[src/rtl/motion_update_broadcast_arbiter.sv]
// Round-robin arbiter broadcasting motion-update beats from four requesters to every cell cache.
// Optional stall watchdog is built only when MU_ARB_TIMEOUT_EN is defined.
module motion_update_broadcast_arbiter #(
    parameter int DATA_WIDTH     = 32,
    parameter int CELL_ID_WIDTH  = 4,
    parameter int TIMEOUT_CYCLES = 1024
) (
    input  logic                         clk,
    input  logic                         rst,
    input  logic                         start,
    input  logic [3:0]                   req_valid,
    input  logic [4*3*DATA_WIDTH-1:0]    req_data,
    input  logic [4*3*CELL_ID_WIDTH-1:0] req_dst_cell,
    input  logic [3:0]                   req_done,
    output logic [3:0]                   req_grant,
    output logic                         motion_update_enable,
    output logic [3*DATA_WIDTH-1:0]      out_data,
    output logic [3*CELL_ID_WIDTH-1:0]   out_data_dst_cell,
    output logic                         out_data_valid,
    output logic                         busy,
    output logic                         done,
    output logic [15:0]                  beat_count,
    output logic                         timeout_err
);
    localparam int BW = 3 * DATA_WIDTH;
    localparam int CW = 3 * CELL_ID_WIDTH;

    typedef enum logic [2:0] {IDLE, BROADCAST, DRAIN, SETTLE, DONE} state_t;

    state_t          state_q, state_d;
    logic [1:0]      settle_cnt_q, settle_cnt_d;
    logic [1:0]      rr_ptr_q, rr_ptr_d;
    logic [3:0]      done_flags_q, done_flags_d;
    logic            enable_q, enable_d;
    logic [BW-1:0]   out_data_q, out_data_d;
    logic [CW-1:0]   out_dst_q, out_dst_d;
    logic            out_valid_q, out_valid_d;
    logic [15:0]     beat_count_q, beat_count_d;
    logic [3:0]      cand;
    logic [1:0]      win_idx;
    logic            win_found;
    logic            launch;
    logic            timeout_hit;

    assign launch = (state_q == IDLE) && start;

    // State register
    always_ff @(posedge clk) begin
        // NOTE: sequential state uses non-blocking assignments so every flop samples pre-edge values.
        if (rst) begin
            state_q      <= IDLE;
            settle_cnt_q <= 2'd0;
        end else begin
            state_q      <= state_d;
            settle_cnt_q <= settle_cnt_d;
        end
    end

    // Next-state logic; BROADCAST exits on the same cycle the last done flag is captured
    always_comb begin
        // NOTE: defaults first so no path through the case leaves a signal unassigned (no latches).
        state_d      = state_q;
        settle_cnt_d = settle_cnt_q;
        case (state_q)
            IDLE:      if (start) state_d = BROADCAST;
            BROADCAST: if (&done_flags_d) state_d = DRAIN;
            DRAIN: begin
                state_d      = SETTLE;
                settle_cnt_d = 2'd0;
            end
            SETTLE: begin
                if (settle_cnt_q == 2'd2) state_d = DONE;
                else                      settle_cnt_d = settle_cnt_q + 2'd1;
            end
            DONE:      state_d = IDLE;
            default:   state_d = IDLE;
        endcase
    end

    // Round-robin search begins one past the last winner
    always_comb begin
        cand      = (state_q == BROADCAST) ? (req_valid & ~done_flags_q) : 4'b0000;
        win_idx   = 2'd0;
        win_found = 1'b0;
        for (int k = 1; k <= 4; k++) begin
            if (!win_found && cand[2'(rr_ptr_q + 2'(k))]) begin
                win_found = 1'b1;
                win_idx   = 2'(rr_ptr_q + 2'(k));
            end
        end
    end

    // Output logic
    always_comb begin
        req_grant = win_found ? (4'b0001 << win_idx) : 4'b0000;
        busy      = (state_q != IDLE);
        done      = (state_q == DONE);
    end

    always_comb begin
        done_flags_d = done_flags_q;
        rr_ptr_d     = rr_ptr_q;
        beat_count_d = beat_count_q;
        out_valid_d  = win_found;
        out_data_d   = '0;
        out_dst_d    = '0;
        enable_d     = (state_d == BROADCAST) || (state_d == DRAIN);
        if (launch) begin
            done_flags_d = 4'b0000;
            beat_count_d = 16'd0;
        end
        if (state_q == BROADCAST) begin
            done_flags_d = done_flags_q | req_done;
            if (timeout_hit) done_flags_d = 4'b1111;
        end
        if (win_found) begin
            rr_ptr_d   = win_idx;
            out_data_d = req_data[win_idx*BW +: BW];
            out_dst_d  = req_dst_cell[win_idx*CW +: CW];
            if (beat_count_q != 16'hFFFF) beat_count_d = beat_count_q + 16'd1;
        end
    end

    always_ff @(posedge clk) begin
        if (rst) begin
            rr_ptr_q     <= 2'd3;
            done_flags_q <= 4'b0000;
            enable_q     <= 1'b0;
            out_valid_q  <= 1'b0;
            out_data_q   <= '0;
            out_dst_q    <= '0;
            beat_count_q <= 16'd0;
        end else begin
            rr_ptr_q     <= rr_ptr_d;
            done_flags_q <= done_flags_d;
            enable_q     <= enable_d;
            out_valid_q  <= out_valid_d;
            out_data_q   <= out_data_d;
            out_dst_q    <= out_dst_d;
            beat_count_q <= beat_count_d;
        end
    end

    assign motion_update_enable = enable_q;
    assign out_data_valid       = out_valid_q;
    assign out_data             = out_data_q;
    assign out_data_dst_cell    = out_dst_q;
    assign beat_count           = beat_count_q;

`ifdef MU_ARB_TIMEOUT_EN
    localparam int TW = $clog2(TIMEOUT_CYCLES + 1);

    logic [TW-1:0] idle_cnt_q, idle_cnt_d;
    logic          timeout_err_q, timeout_err_d;

    // Fires on the TIMEOUT_CYCLES-th consecutive grantless BROADCAST cycle
    always_comb begin
        idle_cnt_d    = idle_cnt_q;
        timeout_err_d = timeout_err_q;
        timeout_hit   = 1'b0;
        if (launch) begin
            idle_cnt_d    = '0;
            timeout_err_d = 1'b0;
        end else if (state_q == BROADCAST) begin
            if (win_found) begin
                idle_cnt_d = '0;
            end else if (idle_cnt_q == TW'(TIMEOUT_CYCLES - 1)) begin
                timeout_hit   = 1'b1;
                timeout_err_d = 1'b1;
                idle_cnt_d    = '0;
            end else begin
                idle_cnt_d = idle_cnt_q + 1'b1;
            end
        end
    end

    always_ff @(posedge clk) begin
        if (rst) begin
            idle_cnt_q    <= '0;
            timeout_err_q <= 1'b0;
        end else begin
            idle_cnt_q    <= idle_cnt_d;
            timeout_err_q <= timeout_err_d;
        end
    end

    assign timeout_err = timeout_err_q;
`else
    assign timeout_hit = 1'b0;
    assign timeout_err = 1'b0;
`endif

endmodule

[config.mk]
export PLATFORM = sky130hd
export DESIGN_NAME = motion_update_broadcast_arbiter
export DESIGN_NICKNAME = d
export VERILOG_FILES = /design/src/rtl/motion_update_broadcast_arbiter.sv
export SDC_FILE = /design/constraint.sdc
export NUM_CORES = 1
export LEC_CHECK = 0
export BUFFER_PORTS_ARGS = -buffer_cell sky130_fd_sc_hd__clkbuf_2
export CAP_MARGIN = 5
export CORE_AREA = 2 2 226 228
export CTS_BUF_LIST = sky130_fd_sc_hd__clkbuf_4 sky130_fd_sc_hd__clkbuf_8
export CTS_CLUSTER_DIAMETER = 50
export CTS_CLUSTER_SIZE = 25
export DETAILED_ROUTE_END_ITERATION = 12
export DIE_AREA = 0 0 228 230
export PLACE_DENSITY = 0.35
export RECOVER_POWER = 25
export SYNTH_ARGS = -nofsm -noshare
export SYNTH_HDL_FRONTEND = slang
export SYNTH_SLANG_ARGS = --single-unit
[constraint.sdc]
create_clock -name clk -period 2.6 [get_ports clk]
set_input_delay 0.52 -clock clk [delete_from_list [all_inputs] [get_ports clk]]
set_output_delay 0.52 -clock clk [all_outputs]
set_load 0.02 [all_outputs]
==> results of run 1 <==
==> how the worst max path moves through the flow <==
| stage | slack, ns | endpoint | from |
|---|---|---|---|
| 3_5_place_dp | 0.08 | out_data[84]$_SDFF_PP0_ | req_valid[3] |
| 2_1_floorplan | 0.16 | req_grant[0] | req_valid[3] |
| 6_report | 0.08 | req_grant[0] | done_flags_q[2]$_SDFF_PP0_ |
| 5_1_grt | -0.07 | req_grant[0] | done_flags_q[2]$_SDFF_PP0_ |
| 4_1_cts | -0.03 | req_grant[3] | done_flags_q[1]$_SDFF_PP0_ |
| 3_3_place_gp | 0.12 | out_data[84]$_SDFF_PP0_ | req_valid[3] |
==> power breakdown <==
part,switching (uW),internal (uW),total [uW]
Sequential,46.6,2220,2260
Clock,971,934,1900
Combinational,722,582,1300
Total,1740,3730,5470
==> flip-flops by register name (all words and copies together), names as in the netlist, 2 cells and up <==
register,count
out_data,96
beat_count,16
out_data_dst_cell,12
done_flags_q,4
state_q,3
rr_ptr_q,2
settle_cnt_q,2
==> area by class of cell <==
class	instances	area share
Antenna cell	3	0.000684
Clock buffer	22	0.0259
Clock inverter	10	0.0108
Inverter	2	0.000684
Multi-Input combinational cell	487	0.347
Sequential cell	137	0.251
Tap cell	672	0.0766
Timing Repair Buffer	608	0.288
==> worst max-delay path: stages, from the launching register on <==
cell	delay, ns
dfxtp_2	0.35
nand2b_4	0.17
a211o_1	0.30
a32oi_2	0.25
nor2_4	0.07
nor3_2	0.14
clkbuf_4	0.19
==> through the flow <==
step / util / setup slack (ns) / area [um2]
2_1_floorplan: - / 0.161 / 6860
3_3_place_gp: 0.212 / 0.115 / 10600
3_5_place_dp: 0.212 / 0.0826 / 10600
4_1_cts: 0.221 / -0.0328 / 11000
5_1_grt: 0.220 / -0.0686 / 11000
6_report: 0.220 / 0.0836 / 11000
==> cells in the final DEF, fill, tap and decap left out, drive strengths merged, types with 4 or more instances in the layout <==
| cell | netlist | routed |
|---|---|---|
| clkbuf | 17 | 594 |
| a22oi | 218 | 218 |
| dfxtp | 137 | 137 |
| mux2i | 109 | 109 |
| buf | 51 | 36 |
| nand2 | 22 | 22 |
| nor2 | 19 | 19 |
| a21oi | 15 | 15 |
| nor3 | 13 | 13 |
| and3 | 8 | 8 |
| o21ai | 8 | 8 |
| nor3b | 7 | 7 |
| nand3 | 6 | 6 |
| a21o | 5 | 5 |
| a211o | 5 | 5 |
| nor2b | 5 | 5 |
| nand2b | 4 | 4 |
| clkinv | 0 | 4 |
==> logic make-up (layout without fill, tap and decap cells) <==
kind of cell / Yosys count / after routing / synth area share
AOI/OAI and AO/OA: 271 / 271 / 0.297
xor gates and xnor gates: 4 / 4 / 0.00511
adders and majority gates: 2 / 2 / 0.00365
buffers and inverters: 70 / 642 / 0.0507
DFF: 137 / 137 / 0.400
muxes: 109 / 109 / 0.159
other: 1 / 4 / 0.000547
and+or+nand+nor: 100 / 100 / 0.0837
==> timing repair <==
item                                    4_1_cts  5_1_grt
resized for setup                            13        8
setup buffers                                 2        0
endpoints found under the setup margin        4        4
pin swaps                                     2        0
==> routing by layer <==
layer	track usage	routed length, um	vias up
met4	0.0496	913	0
li1	-	-	3851
met2	0.230	17800	350
met5	0	0	-
met3	0.0464	2510	48
met1	0.147	14000	3766
==> impl_metrics.json, run 1 <==
{
  "grt_pass1_wl_um": 51300,
  "die_h_um": 230,
  "synth_most_common_cell": "a22oi_1",
  "grt_max_degree": 64,
  "rr_endpoint": "out_data[89]$_SDFF_PP0_",
  "vias": 8015,
  "ant_nets": 0,
  "seqCellArea_um2": 2750,
  "ios": 576,
  "slew_viol_final": 0,
  "yosysTopAreaCell": "dfxtp_1",
  "yosys_register_bits": 137,
  "synth_edf_count": 0,
  "hold_depth": 3,
  "slew_headroom": 0.596,
  "start_kind": "flip-flop",
  "syn_area_um2": 6860,
  "synth_top_cell_area_share": 0.400,
  "skew_ns": 0.0166,
  "drive_gt1_frac": 0.480,
  "cts.root.buffer_cell": "clkbuf_8",
  "placementRows": 82,
  "syn_nets": 1139,
  "drc": 0,
  "yosys-top-cells-area": "dfxtp_1 40%, a22oi_1 24%, mux2i_1 16%, buf_2 3.2%, nand2_1 1.1%",
  "gp_congestion": 0.796,
  "synthFlopType": "dfxtp_1",
  "wl_per_cell_um": 18.1,
  "clockBufferDepth": 2,
  "total_power_uw": 5470,
  "vias_per_cell": 4.13,
  "finalNetCount": 1698,
  "drv_cap": 0,
  "track_usage": 0.132,
  "first_pass_iters": 5,
  "clock-sinks": 137,
  "fin_crit_ns": 2.52,
  "min_period_over_period": 0.968,
  "r2r_cells": 7,
  "syn_area_per_cell_um2": 9.88,
  "setup_viol": 0,
  "tightest_slew_ns": 0.605,
  "status": "finished, final reports clean",
  "worstPathMaxFanout": 5,
  "yosysSeqAreaShare": 0.400,
  "cts_hold_buf": 0,
  "antenna_found_initial": 2,
  "numCtsBuffers": 17,
  "core_um2": 49900,
  "power-per-cell-area_nw_per_um2": 499,
  "port-buffer-count": 574,
  "leakagePower_uw": 0.00468,
  "start_util": 0.138,
  "synth_warnings": 0,
  "finalHoldViolCount": 0,
  "synth_cell_types": 58,
  "grt_pass1_vias": 8432,
  "dieArea_um2": 52400,
  "async_flop_share": 0,
  "dpl.hpwl_um": 28400,
  "final_cell_count_no_fill": 1941,
  "required_ns": 2.08,
  "gr-total-overflow": 0,
  "area_delta_synth_final_pct": 60.0,
  "ys_top_cells_by_count": "218 x a22oi_1, 137 x dfxtp_1, 109 x mux2i_1",
  "max_freq_mhz": 397,
  "hp-start": "req_done[2]",
  "clock_latency_ns": 0.55,
  "r2r-start": "state_q[2]$_SDFF_PP0_",
  "endpoint_kind": "output port",
  "dp.cells": 1904,
  "wirelength_um": 35200,
  "dr.first_iter.drc_count": 391,
  "htree_levels": 4,
  "hold_end": "done_flags_q[2]$_SDFF_PP0_",
  "multiInputGateArea_um2": 3800,
  "vdd_ir_drop_max_mv": 0.296,
  "arrival_ns": 2.00,
  "die_w_um": 228,
  "whs_ns": 0.240,
  "clk_pin_slew_worst_paths_ns": 0.08,
  "rsz0062_at_grt": "true",
  "path_class": "reg -> out",
  "synth_cells": 694,
  "cts_tree": "done",
  "fillers": 5610,
  "hold_path_class": "in -> reg",
  "rrSetupSlack_ns": 0.36,
  "fin_tns_setup_ns": 0
}
Note: power is estimated with default switching activity, not from simulation.
==> inputs of run 2 (changes only) <==
RECOVER_POWER = 50   (was 25)
==> run 2 against run 1 <==
Compared with the run above: worst setup slack about the same; utilization decreased by 0.17 points; fmax about the same; wire length is 0.12% lower; cell area is 0.75% lower; non-clock buffer count did not move; critical endpoint unchanged.
==> impl_metrics.json, run 2 (same netlist as run 1, synthesis figures left out) <==
{
  "status": "finished, final reports clean",
  "largest_reg_flops": 96,
  "slew_viol_final": 0,
  "die_w_um": 228,
  "vdd_ir_drop_max_mv": 0.295,
  "grt_pass1_wl_um": 51300,
  "r2r_cells": 7,
  "finalHoldViolCount": 0,
  "critPathMaxStageDelay_ns": 0.35,
  "clk_pin_slew_worst_paths_ns": 0.08,
  "post-route-util": 0.218,
  "final_cell_count_no_fill": 1940,
  "finalNetCount": 1698,
  "leakagePower_uw": 0.00446,
  "start_util": 0.138,
  "clock_latency_ns": 0.55,
  "grt_pass1_vias": 8432,
  "grt_max_degree": 64,
  "fin_crit_ns": 2.52,
  "port-buffer-count": 574,
  "vias": 8024,
  "arrival_ns": 2.00,
  "start_kind": "flip-flop",
  "slew_headroom": 0.596,
  "die_h_um": 230,
  "rsz0062_at_grt": "true",
  "cts_tree": "done",
  "wl_per_cell_um": 18.1,
  "skew_ns": 0.0145,
  "dieArea_um2": 52400,
  "setup_viol": 0,
  "ios": 576,
  "layout_commonest_cell": "clkbuf_2",
  "total_power_uw": 5460,
  "clockBufferDepth": 2,
  "ant_nets": 0,
  "dpl.hpwl_um": 28400,
  "min_period_over_period": 0.968,
  "vias_per_cell": 4.14,
  "drive_gt1_frac": 0.430,
  "core_um2": 49900,
  "htree_levels": 4,
  "crit_chain": "nand2b_4 -> a211o_1 -> a32oi_2 -> nor2_4 -> nor3_2 -> clkbuf_4",
  "fillers": 5637,
  "whs_ns": 0.241,
  "wl_met2_um": 17800,
  "numCtsBuffers": 17,
  "placementRows": 82,
  "required_ns": 2.08,
  "worstPathMaxFanout": 5,
  "wl_met1_um": 14100,
  "dr.first_iter.drc_count": 331,
  "wirelength_um": 35100,
  "endpoint_kind": "output port",
  "antenna_found_initial": 2,
  "gp_congestion": 0.796,
  "clock-sinks": 137,
  "drv_cap": 0,
  "drc": 0,
  "area_delta_synth_final_pct": 58.8,
  "hold_path_class": "in -> reg",
  "highest_layer": "met4",
  "tightest_slew_ns": 0.605,
  "power-per-cell-area_nw_per_um2": 501,
  "gr-total-overflow": 0,
  "cts.root.buffer_cell": "clkbuf_8",
  "wl_met3_um": 2370,
  "fin_tns_setup_ns": 0,
  "cts_hold_buf": 0,
  "final_cell_mix": "449 x clkbuf_2, 218 x a22oi_1, 131 x dfxtp_1, 121 x clkbuf_1, 109 x mux2i_1",
  "hold_depth": 3,
  "max_freq_mhz": 397,
  "track_usage": 0.132,
  "first_pass_iters": 4,
  "cp_slowest_cell": "dfxtp_2",
  "dp.cells": 1904,
  "path_class": "reg -> out"
}
==> run 2: worst max-delay path: cells and delay by family (launching register included) <==
kind | cells | cell delay, ns
AND/OR/NAND/NOR | 3 | 0.38
buffers and inverters | 1 | 0.19
flip-flops | 1 | 0.35
AO/OA/AOI/OAI | 2 | 0.55
==> run 2: report_power, final <==
| part | switching, uW | leakage [uW] | internal [uW] |
|---|---|---|---|
| logic | 721 | 0.00315 | 568 |
| registers | 46.1 | 0.00112 | 2220 |
| clock network | 968 | 0.000200 | 934 |
==> run 2: layout make-up <==
class,count,area [um2],share of cell area
Antenna cell,2,5.00,0.000460
Clock buffer,22,284,0.0261
Clock inverter,10,119,0.0109
Inverter,2,7.51,0.000689
Multi-Input combinational cell,487,3800,0.349
Sequential cell,137,2750,0.253
Tap cell,672,841,0.0772
Timing Repair Buffer,608,3080,0.283
==> run 2: per-layer routing <==
| metal | up-vias | GRT usage |
|---|---|---|
| li1 | 3851 | - |
| met1 | 3787 | 0.147 |
| met2 | 340 | 0.230 |
| met3 | 46 | 0.0464 |
| met4 | 0 | 0.0496 |
| met5 | - | 0 |
==> run 2: through the flow <==
stage               setup slack [ns]  cell area [um2]
floorplan                      0.161             6860
global placement               0.115            10600
finish                        0.0833            10900
global route                 -0.0686            10900
detailed placement            0.0826            10600
CTS                          -0.0328            11000
==> run 2: what timing repair did <==
action                                  4_1_cts  5_1_grt
pin swaps                                     2        0
gates resized for setup                      13        8
setup buffers                                 2        0
endpoints found under the setup margin        4        4
==> run 2: final timing paths <==
kind	start	endpoint	slack, ns
min reg2reg	settle_cnt_q[1]$_SDFFE_PP0P_	settle_cnt_q[1]$_SDFFE_PP0P_	0.51
min	req_done[2]	done_flags_q[2]$_SDFF_PP0_	0.24
max	done_flags_q[2]$_SDFF_PP0_	req_grant[0]	0.08
max reg2reg	state_q[2]$_SDFF_PP0_	out_data[89]$_SDFF_PP0_	0.34
==> inputs of run 3 (changes only) <==
PLACE_DENSITY = not set   (was 0.35)
PLACE_DENSITY_LB_ADDON = 0.25   (was not set)
REMOVE_ABC_BUFFERS = 1   (was not set)
==> run 3 against run 2 <==
Compared with the run above: sequential cell count stayed put; utilization is 0.33 points lower; critical path type unchanged; die area stayed put; clock-buffer cell count is 3 higher; sequential share of layout area is 0.43 points higher; worst setup slack better by 0.023 ns; critical path depth is 1 lower.
==> impl_metrics.json, run 3 (same netlist as run 1, synthesis figures left out) <==
{
  "wirelength_um": 32000,
  "rsz0062_at_grt": "true",
  "tightest_slew_ns": 0.659,
  "largest_reg_flops": 96,
  "start_kind": "flip-flop",
  "clock_latency_ns": 0.53,
  "fin_area_um2": 10700,
  "required_ns": 2.08,
  "endpoint_kind": "output port",
  "final_cell_mix": "451 x clkbuf_2, 218 x a22oi_1, 131 x dfxtp_1, 120 x clkbuf_1, 109 x mux2i_1",
  "drc": 0,
  "dpl-instance-area_um2": 10500,
  "place_ws_ns": 0.228,
  "gp_congestion": 0.853,
  "r2r-start": "state_q[2]$_SDFF_PP0_",
  "r2r_cells": 6,
  "skew_ns": 0.0160,
  "total_power_uw": 5220,
  "cts.root.buffer_cell": "clkbuf_8",
  "vdd_ir_drop_max_mv": 0.274,
  "fin_tns_setup_ns": 0,
  "min_period_over_period": 0.959,
  "leakagePower_uw": 0.00438,
  "power-per-cell-area_nw_per_um2": 487,
  "track_usage": 0.121,
  "numCtsBuffers": 17,
  "layout_commonest_cell": "clkbuf_2",
  "wl_per_cell_um": 16.6,
  "vias_per_cell": 4.10,
  "rrSetupSlack_ns": 0.40,
  "area_delta_synth_final_pct": 56.4,
  "grt_pass1_wl_um": 47700,
  "clockBufferDepth": 2,
  "drive_gt1_frac": 0.425,
  "first_pass_iters": 5,
  "clk_pin_slew_worst_paths_ns": 0.08,
  "fin_crit_ns": 2.49,
  "critPathCapture": "req_grant[3]",
  "worstPathMaxFanout": 5,
  "grt_max_degree": 121,
  "start_util": 0.138,
  "gr-total-overflow": 0,
  "htree_levels": 4,
  "startpoint": "done_flags_q[0]$_SDFF_PP0_",
  "dieArea_um2": 52400,
  "clock-sinks": 137,
  "rr_endpoint": "out_data[75]$_SDFF_PP0_",
  "die_h_um": 230,
  "vias": 7895,
  "slew_headroom": 0.561,
  "finalHoldViolCount": 0,
  "arrival_ns": 1.97,
  "drv_cap": 0,
  "dpl.hpwl_um": 25600,
  "whs_ns": 0.232,
  "slew_viol_final": 0,
  "status": "finished, final reports clean",
  "fillers": 5636,
  "fin_ws_ns": 0.106,
  "finalNetCount": 1686,
  "cts_tree": "done",
  "path_class": "reg -> out",
  "port-buffer-count": 574,
  "placementRows": 82,
  "antenna_found_initial": 7,
  "grt_pass1_vias": 8113,
  "die_w_um": 228,
  "dr.first_iter.drc_count": 379,
  "max_freq_mhz": 401,
  "setup_viol": 0,
  "hold_path_class": "in -> reg",
  "core_um2": 49900,
  "ios": 576,
  "ant_nets": 0
}
==> run 3: final cells by class <==
| class | instances | area [um2] | share of cell area |
|---|---|---|---|
| multi-input combinational | 487 | 3790 | 0.354 |
| timing repair buffer | 596 | 2970 | 0.277 |
| sequential | 137 | 2760 | 0.257 |
| tap | 672 | 841 | 0.0784 |
| clock buffer | 25 | 307 | 0.0286 |
| clock inverter | 4 | 45.0 | 0.00420 |
| antenna | 4 | 10.0 | 0.000933 |
| inverter | 2 | 7.51 | 0.000700 |
==> run 3: repair_timing <==
action                     in CTS  in global routing
buffers inserted                2                  1
gates resized for setup        16                  7
hold buffers                    0                  0
pin swaps                       3                  5
setup endpoints to repair       4                  2
==> run 3: through the flow <==
step                utilization  instances
floorplan                     -        626
global placement          0.210       1891
detailed placement        0.210       1891
CTS                       0.218       1922
global route              0.215       1925
finish                    0.215       1927
==> run 3: layer usage <==
| metal | share of wire | GRT usage | vias to the layer above |
|---|---|---|---|
| met2 | 0.49 | 0.201 | 329 |
| met5 | 0 | 0 | - |
| met4 | 0.015 | 0.0413 | 0 |
| li1 | - | - | 3832 |
| met1 | 0.41 | 0.142 | 3707 |
| met3 | 0.077 | 0.0461 | 27 |
==> run 3: how the worst min path moves through the flow <==
stage	start	to	slack, ns	cells past startpoint
after floorplan	settle_cnt_q[1]$_SDFFE_PP0P_	settle_cnt_q[1]$_SDFFE_PP0P_	0.46	2
after global placement	settle_cnt_q[1]$_SDFFE_PP0P_	settle_cnt_q[1]$_SDFFE_PP0P_	0.48	2
after detailed placement	settle_cnt_q[1]$_SDFFE_PP0P_	settle_cnt_q[1]$_SDFFE_PP0P_	0.52	2
after CTS	req_done[2]	done_flags_q[2]$_SDFF_PP0_	0.13	3
after global routing	req_done[2]	done_flags_q[2]$_SDFF_PP0_	0.19	3
final	req_done[2]	done_flags_q[2]$_SDFF_PP0_	0.23	3
==> run 3: where the power goes <==
group,switching [uW],internal [uW]
Combinational,687,549
Sequential,44.2,2220
Clock,875,847
Total,1610,3610
==> run 3: critical path: stages, from the launching register on <==
cell	delay, ns
dfxtp_1	0.42
nor2b_2	0.10
o221a_2	0.31
a21o_1	0.19
nor3_1	0.22
clkbuf_2	0.21
